**config.mk**
```make
export PLATFORM = sky130hd
export DESIGN_NAME = cpu_control_fsm
export DESIGN_NICKNAME = d
export VERILOG_FILES = /design/src/rtl/cpu_control_fsm.sv
export SDC_FILE = /design/constraint.sdc
export NUM_CORES = 1
export LEC_CHECK = 0
export CAP_MARGIN = 30
export CORE_MARGIN = 3
export CORE_UTILIZATION = 35
export CTS_CLUSTER_DIAMETER = 200
export DETAILED_ROUTE_END_ITERATION = 6
export PLACE_DENSITY = 0.57
export SYNTH_ARGS = -nofsm -noshare
export SYNTH_HDL_FRONTEND = slang
export SYNTH_SLANG_ARGS = --single-unit
```
**constraint.sdc**
```tcl
create_clock -name clk -period 3.3 [get_ports clk]
set_input_delay 0.66 -clock clk [delete_from_list [all_inputs] [get_ports clk]]
set_output_delay 0.66 -clock clk [all_outputs]
set_load 0.005 [all_outputs]
```
**src/rtl/cpu_control_fsm.sv**
```systemverilog
// cpu_control_fsm: multi-cycle FETCH/DECODE/EXECUTE/WRITEBACK controller owning pc and IR, driving ALU and regfile controls.
module cpu_control_fsm #(
  parameter logic [31:0] PC_RESET = 32'd0,
  parameter logic [31:0] PC_STEP = 32'd1
) (
  input  logic        clk,
  input  logic        rst,
  input  logic [31:0] instr,
  input  logic        instr_valid,
  input  logic        zero,
  output logic [31:0] pc,
  output logic        instr_req,
  output logic [3:0]  aluSel,
  output logic [3:0]  rs_addr,
  output logic [3:0]  rt_addr,
  output logic [3:0]  rd_addr,
  output logic [15:0] imm,
  output logic        b_imm_sel,
  output logic        reg_we,
  output logic        halted,
  output logic        illegal
);
  typedef enum logic [2:0] {FETCH, DECODE, EXECUTE, WRITEBACK, HALT} state_t;
  state_t state;
  logic [31:0] ir;
  logic [3:0] op, nop;
  assign op = ir[31:28];
  assign nop = instr[31:28];
  assign rd_addr = ir[27:24];
  assign rs_addr = ir[23:20];
  assign rt_addr = ir[19:16];
  assign imm = ir[15:0];
  // Control outputs are loaded on the FETCH edge so they are valid throughout DECODE..WRITEBACK.
  always_ff @(posedge clk) begin
    if (rst) begin
      state <= FETCH;
      pc <= PC_RESET;
      ir <= '0;
      instr_req <= 1'b1;
      aluSel <= 4'd0;
      b_imm_sel <= 1'b0;
      reg_we <= 1'b0;
      halted <= 1'b0;
      illegal <= 1'b0;
    end else begin
      case (state)
        FETCH: if (instr_valid) begin
          state <= DECODE;
          ir <= instr;
          pc <= pc + PC_STEP;
          instr_req <= 1'b0;
          aluSel <= nop <= 4'd12 ? nop : 4'd0;
          b_imm_sel <= nop == 4'd8 || nop == 4'd9;
        end
        DECODE: begin
          state <= op == 4'd0 || op == 4'd13 ? FETCH : op >= 4'd14 ? HALT : EXECUTE;
          instr_req <= op == 4'd0 || op == 4'd13;
          halted <= op >= 4'd14;
          illegal <= op == 4'd14;
          if (op == 4'd13) pc <= {16'd0, ir[15:0]};
        end
        EXECUTE: if (op == 4'd10 || op == 4'd11) begin
          state <= FETCH;
          instr_req <= 1'b1;
          aluSel <= 4'd0;
          b_imm_sel <= 1'b0;
          if (zero) pc <= pc + {{16{ir[15]}}, ir[15:0]};
        end else begin
          state <= WRITEBACK;
          reg_we <= 1'b1;
        end
        WRITEBACK: begin
          state <= FETCH;
          instr_req <= 1'b1;
          reg_we <= 1'b0;
          aluSel <= 4'd0;
          b_imm_sel <= 1'b0;
        end
        HALT: state <= HALT;
        default: begin
          state <= FETCH;
          instr_req <= 1'b1;
          aluSel <= 4'd0;
          b_imm_sel <= 1'b0;
          reg_we <= 1'b0;
        end
      endcase
    end
  end
endmodule
```
==> results of run 1 <==
==> registers in the layout, summed over array words and instances, names as in the netlist <==
register / flops
ir: 32
pc: 32
aluSel: 4
state: 3
b_imm_sel: 1
halted: 1
illegal: 1
instr_req: 1
reg_we: 1
==> timing repair <==
item	CTS	global route
endpoints found under the setup margin	6	13
pin swaps	1	5
gates resized for setup	0	22
buffers inserted	2	0
==> worst max-delay path, stage by stage, from the launching register on <==
cell      delay (ns)
dfxtp_1         0.33
nor3b_4         0.29
buf_6           0.16
and2_1          0.13
ha_2            0.30
o21a_1          0.21
o32a_1          0.30
o211a_1         0.18
a21o_1          0.21
maj3_2          0.30
a211o_1         0.31
a211oi_2        0.21
o21bai_1        0.13
==> worst max path at each step <==
stage               endpoint     start  depth (start not counted)  slack, ns
global route          pc[24]  state[1]                         12      0.002
global placement      pc[24]  state[2]                         12      -0.04
CTS                   pc[24]  state[0]                         12       0.04
floorplan             pc[28]  state[1]                         13       0.02
finish                pc[28]  state[0]                         12       0.18
detailed placement    pc[24]  state[2]                         12      -0.17
==> stage by stage <==
| stage | worst slack [ns] | std cells | hold WS (ns) |
|---|---|---|---|
| after floorplan | 0.0182 | 668 | 0.437 |
| after global placement | -0.0400 | 912 | 0.442 |
| after detailed placement | -0.170 | 912 | 0.451 |
| after CTS | 0.0359 | 930 | 0.456 |
| after global routing | 0.00225 | 930 | 0.473 |
| final | 0.178 | 930 | 0.453 |
==> logic make-up (layout without fill, tap and decap cells) <==
| kind of cell | count (synthesis) | in the layout | share of synthesized area, % |
|---|---|---|---|
| simple gates | 258 | 258 | 24.4 |
| compound gates | 214 | 214 | 27.1 |
| buf+inv | 79 | 165 | 8.34 |
| flops | 76 | 76 | 31.1 |
| fa+ha+maj | 19 | 19 | 4.99 |
| xor+xnor | 17 | 17 | 3.04 |
| mux | 5 | 5 | 1.05 |
==> power by group <==
part           total [mW]  switching, mW  internal, mW
registers            1.03         0.0570         0.971
logic               0.483          0.238         0.246
clock network       0.983          0.393         0.590
==> cells in the final DEF (no fill, tap or decap), types with 9 or more instances in the layout <==
master / count
inv_1: 13
clkdlybuf4s50_1: 103
dfxtp_1: 76
nor3_1: 14
ha_1: 13
a21o_1: 10
nand2_1: 116
and2_1: 14
nor2_1: 46
xnor2_1: 13
a21oi_1: 87
nand3_1: 15
buf_4: 31
o21ai_0: 30
or3_1: 10
clkbuf_16: 9
nand2b_1: 10
==> layer usage <==
metal  up-vias  track usage, %  share of wire [%]
met1      2336            26.4                 46
met5         -               0                  0
li1       2498               -                  -
met2       152            30.4                 45
met4         0            5.54                1.2
met3        13            6.27                7.5
==> area by class of cell <==
cell class / count / area, µm²
flip-flops and latches: 76 / 1520
repair buffers: 136 / 1280
clock buffers: 13 / 240
inverters: 13 / 48.8
multi-input cells: 513 / 3080
well taps: 176 / 220
clock inverters: 3 / 46.3
fillers: 1380 / 7010
==> impl_metrics.yaml, run 1 <==
timing:
  fmax_ghz: 0.320
  skew_ns: 0.00701
  tns_ns: 0
  max_slew_margin_pct: 59.1
  worst_pin_slew_ns: 0.607
  drv_slew: 0
  finalHoldViolations: 0
  min_period_ns: 3.12
  fin_crit_sh_pct: 94.6
  rsz0062_at_grt: "true"
  setup_viol: 0
worst_setup_path:
  worst-setup-path-type: "reg2reg"
  worstPathMaxFanout: 6
  worstReg2RegStart: "state[0]"
  end_kind: "flip-flop"
  cp-start-kind: "flip-flop"
  ff2ff_path_depth: 12
  worst-r2r-setup-slack_ns: 0.18
  arrival_ns: 3.40
  reg2reg_to: "pc[28]"
  required_ns: 3.58
cts:
  cts.clk_slew.worst_paths_ns: 0.06
  worstSkewPairLatency_ns: 0.35
  clk_path_buf_depth: 2
  cts_tree: "built"
  root_buffer: "clkbuf_16"
  ctsHtreeMaxLevel: 3
  cts_hold_buf: 0
  numCtsBuffers: 9
  cts_sinks: 76
floorplan:
  io_pins: 105
  die_w_um: 124
  row_count: 42
  die_h_um: 124
  initial_core_util_pct: 36.3
  dieArea_um2: 15400
  core_area_um2: 13500
global_route:
  grt_usage_pct: 19.7
  grt_pass1_vias: 4780
  grt_max_degree: 37
  grt_first_pass_wirelength_mm: 24.0
  antenna_found_initial: 0
  grt_overflow: 0
pwr:
  finalPower_mw: 2.49
  ir_drop_mv: 0.253
  p_per_area_nw_per_um2: 387
  leakage_nw: 2.43
detailed_routing:
  drc: 0
  drtPass1Iterations: 5
  first_iter_violations: 294
  drt.antenna.violating_nets: 0
  post_drt_wl_per_cell_um: 16.0
  drt_wl_total_mm: 14.8
  via_per_inst: 5.38
  vias: 4999
finish:
  final_area_um2: 6440
  nets: 803
  drive_above_1_share_pct: 10.3
  area_growth_pct: 31.7
  diodes: 0
  utilization_pct: 47.9
yosys:
  synthesis.area_um2: 4890
  netlist_instances: 668
  netlist.area_leader.share_pct: 31.1
  yosysSeqAreaShare_pct: 31.1
  yosys.area.top_type: "dfxtp_1"
  syn_area_per_cell_um2: 7.32
  ys_seq_elements: 76
  yosysMostFrequentCell: "nand2_1"
  ys_async_sr_fraction_pct: 0
  syn-num-nets: 722
  yosysWarningCount: 0
  ys_types: 61
  synth.area.top_cells: "dfxtp_1, a21oi_1, nand2_1"
  ys.flop_type: "dfxtp_1"
  synth_edf_count: 0
  yosys-top-cells-count: "nand2_1, a21oi_1, dfxtp_1, nor2_1, o21ai_0"
outcome:
  status: "finished clean"
placement:
  io_buffers: 104
  hpwl_mm: 10.9
  dpl-instance-area_um2: 6040
  gp_congestion: 0.875
worst_hold_path:
  holdPathEnd: "ir[24]"
  hp-start: "ir[24]"
  hp-class: "reg2reg"
  min_path_cells: 2
flow_run:
  cap_violations: 0
Note: power is estimated with default switching activity, not from simulation.
==> run 2, diff against run 1 <==
--- a/config.mk
+++ b/config.mk
@@ -10,6 +10,7 @@
 export CORE_UTILIZATION = 35
 export CTS_CLUSTER_DIAMETER = 200
 export DETAILED_ROUTE_END_ITERATION = 6
+export HOLD_SLACK_MARGIN = 0.02
 export PLACE_DENSITY = 0.57
 export SYNTH_ARGS = -nofsm -noshare
 export SYNTH_HDL_FRONTEND = slang
==> results of run 2 <==
The final DEF is identical to that of run 1; final timing and power are the same.
==> run 3, diff against run 2 <==
--- a/config.mk
+++ b/config.mk
@@ -12,6 +12,7 @@
 export DETAILED_ROUTE_END_ITERATION = 6
 export HOLD_SLACK_MARGIN = 0.02
 export PLACE_DENSITY = 0.57
+export RECOVER_POWER = 50
 export SYNTH_ARGS = -nofsm -noshare
 export SYNTH_HDL_FRONTEND = slang
 export SYNTH_SLANG_ARGS = --single-unit
==> impl_metrics.yaml, run 3 (synthesis results as in run 1) <==
detailed_routing:
  drt.antenna.violating_nets: 0
  via_per_inst: 5.37
  first_iter_violations: 294
  drtPass1Iterations: 5
  vias: 4996
  drc: 0
  drt_wl_total_mm: 14.9
  post_drt_wl_per_cell_um: 16.0
worst_setup_path:
  worst-setup-path-type: "reg2reg"
  end_kind: "flip-flop"
  worstReg2RegStart: "state[0]"
  crit_path_max_incr_delay_ns: 0.33
  cpMaxStageDelayCell: "dfxtp_1"
  worstPathMaxFanout: 6
  ff2ff_path_depth: 12
  arrival_ns: 3.40
  required_ns: 3.58
  worst-r2r-setup-slack_ns: 0.18
  cp-start-kind: "flip-flop"
  cp_cell_sequence: "nor3b_4 -> buf_6 -> and2_1 -> ha_2 -> o21a_1 -> o32a_1 -> o211a_1 -> a21o_1 -> maj3_2 -> a211o_1 -> a211oi_2 -> o21bai_1"
  reg2reg_to: "pc[28]"
finish:
  mostFrequentLayoutCells: "nand2_1, clkdlybuf4s50_1, a21oi_1"
  area_growth_pct: 31.6
  fill_cells: 1381
  top_regs: "ir (32), pc (32), aluSel (4)"
  nets: 803
  layout_commonest_cell: "nand2_1"
  final_area_um2: 6440
  drive_above_1_share_pct: 10.2
  diodes: 0
floorplan:
  die_w_um: 124
  dieArea_um2: 15400
  row_count: 42
  die_h_um: 124
  core_area_um2: 13500
  initial_core_util_pct: 36.3
  io_pins: 105
placement:
  hpwl_mm: 10.9
  gp_congestion: 0.875
  io_buffers: 104
  dpl-instance-area_um2: 6040
timing:
  tns_ns: 0
  hold_slack_ns: 0.453
  finalHoldViolations: 0
  rsz0062_at_grt: "true"
  worst_pin_slew_ns: 0.607
  fmax_ghz: 0.320
  fin_crit_sh_pct: 94.6
  skew_ns: 0.00701
  min_period_ns: 3.12
  setup_viol: 0
  max_slew_margin_pct: 59.1
  drv_slew: 0
pwr:
  ir_drop_mv: 0.253
  p_per_area_nw_per_um2: 387
  leakage_nw: 2.43
cts:
  cts_hold_buf: 0
  clk_path_buf_depth: 2
  numCtsBuffers: 9
  cts_sinks: 76
  ctsHtreeMaxLevel: 3
  root_buffer: "clkbuf_16"
  cts_tree: "built"
  worstSkewPairLatency_ns: 0.35
  cts.clk_slew.worst_paths_ns: 0.06
global_route:
  antenna_found_initial: 0
  use_met1_pct: 26.4
  grtUsageMet3_pct: 6.27
  grt_first_pass_wirelength_mm: 24.0
  grt_pass1_vias: 4780
  grt_usage_pct: 19.7
  grt_overflow: 0
  grtUsageMet2_pct: 30.4
  grt_max_degree: 37
  top_usage_layer: "met2"
worst_hold_path:
  hp-class: "reg2reg"
  hp-start: "ir[24]"
  min_path_cells: 2
  holdPathEnd: "ir[24]"
flow_run:
  cap_violations: 0
outcome:
  status: "finished clean"
-- run 3: through the flow --
step	util (%)	power (mW)	worst slack (ns)	instances
CTS	47.2	2.51	0.0359	930
floorplan	-	1.31	0.0182	668
global route	47.8	2.61	0.00225	930
detailed placement	44.9	1.52	-0.170	912
global placement	44.9	1.51	-0.0400	912
finish	47.8	2.49	0.178	930
-- run 3: per-layer routing --
metal	up-vias	wire (µm)
li1	2498	-
met2	153	6690
met1	2332	6860
met4	0	180
met3	13	1130
met5	-	0
-- run 3: layout make-up --
class	instances	area (µm²)	area share [%]
multi-input cells	513	3080	47.9
flip-flops and latches	76	1520	23.6
inverters	13	48.8	0.758
clock buffers	13	240	3.73
well taps	176	220	3.42
repair buffers	136	1280	19.8
clock inverters	3	46.3	0.719
-- run 3: worst max-delay path by stage --
stage / start / end / slack, ns / depth (start not counted)
5_1_grt: state[1] / pc[24] / 0.002 / 12
2_1_floorplan: state[1] / pc[28] / 0.02 / 13
3_5_place_dp: state[2] / pc[24] / -0.17 / 12
3_3_place_gp: state[2] / pc[24] / -0.04 / 12
4_1_cts: state[0] / pc[24] / 0.04 / 12
6_report: state[0] / pc[28] / 0.18 / 12
-- run 3: where the power goes --
| part | switching, mW | total [mW] | internal [mW] |
|---|---|---|---|
| Sequential | 0.0571 | 1.03 | 0.971 |
| Clock | 0.393 | 0.983 | 0.590 |
| Combinational | 0.238 | 0.482 | 0.245 |
| Total | 0.688 | 2.49 | 1.80 |
-- run 3: worst max-delay path, delay by kind of cell, from the launching register on --
kind | cells | cell delay [ns]
flops | 1 | 0.33
buf+inv | 1 | 0.16
simple gates | 2 | 0.42
compound gates | 7 | 1.55
fa+ha+maj | 2 | 0.60
-- run 3: timing repair --
action | CTS | global route
resized for setup | 0 | 22
pin swaps | 1 | 5
gates cloned | 0 | 0
setup buffers | 2 | 0
setup endpoints to repair | 6 | 13
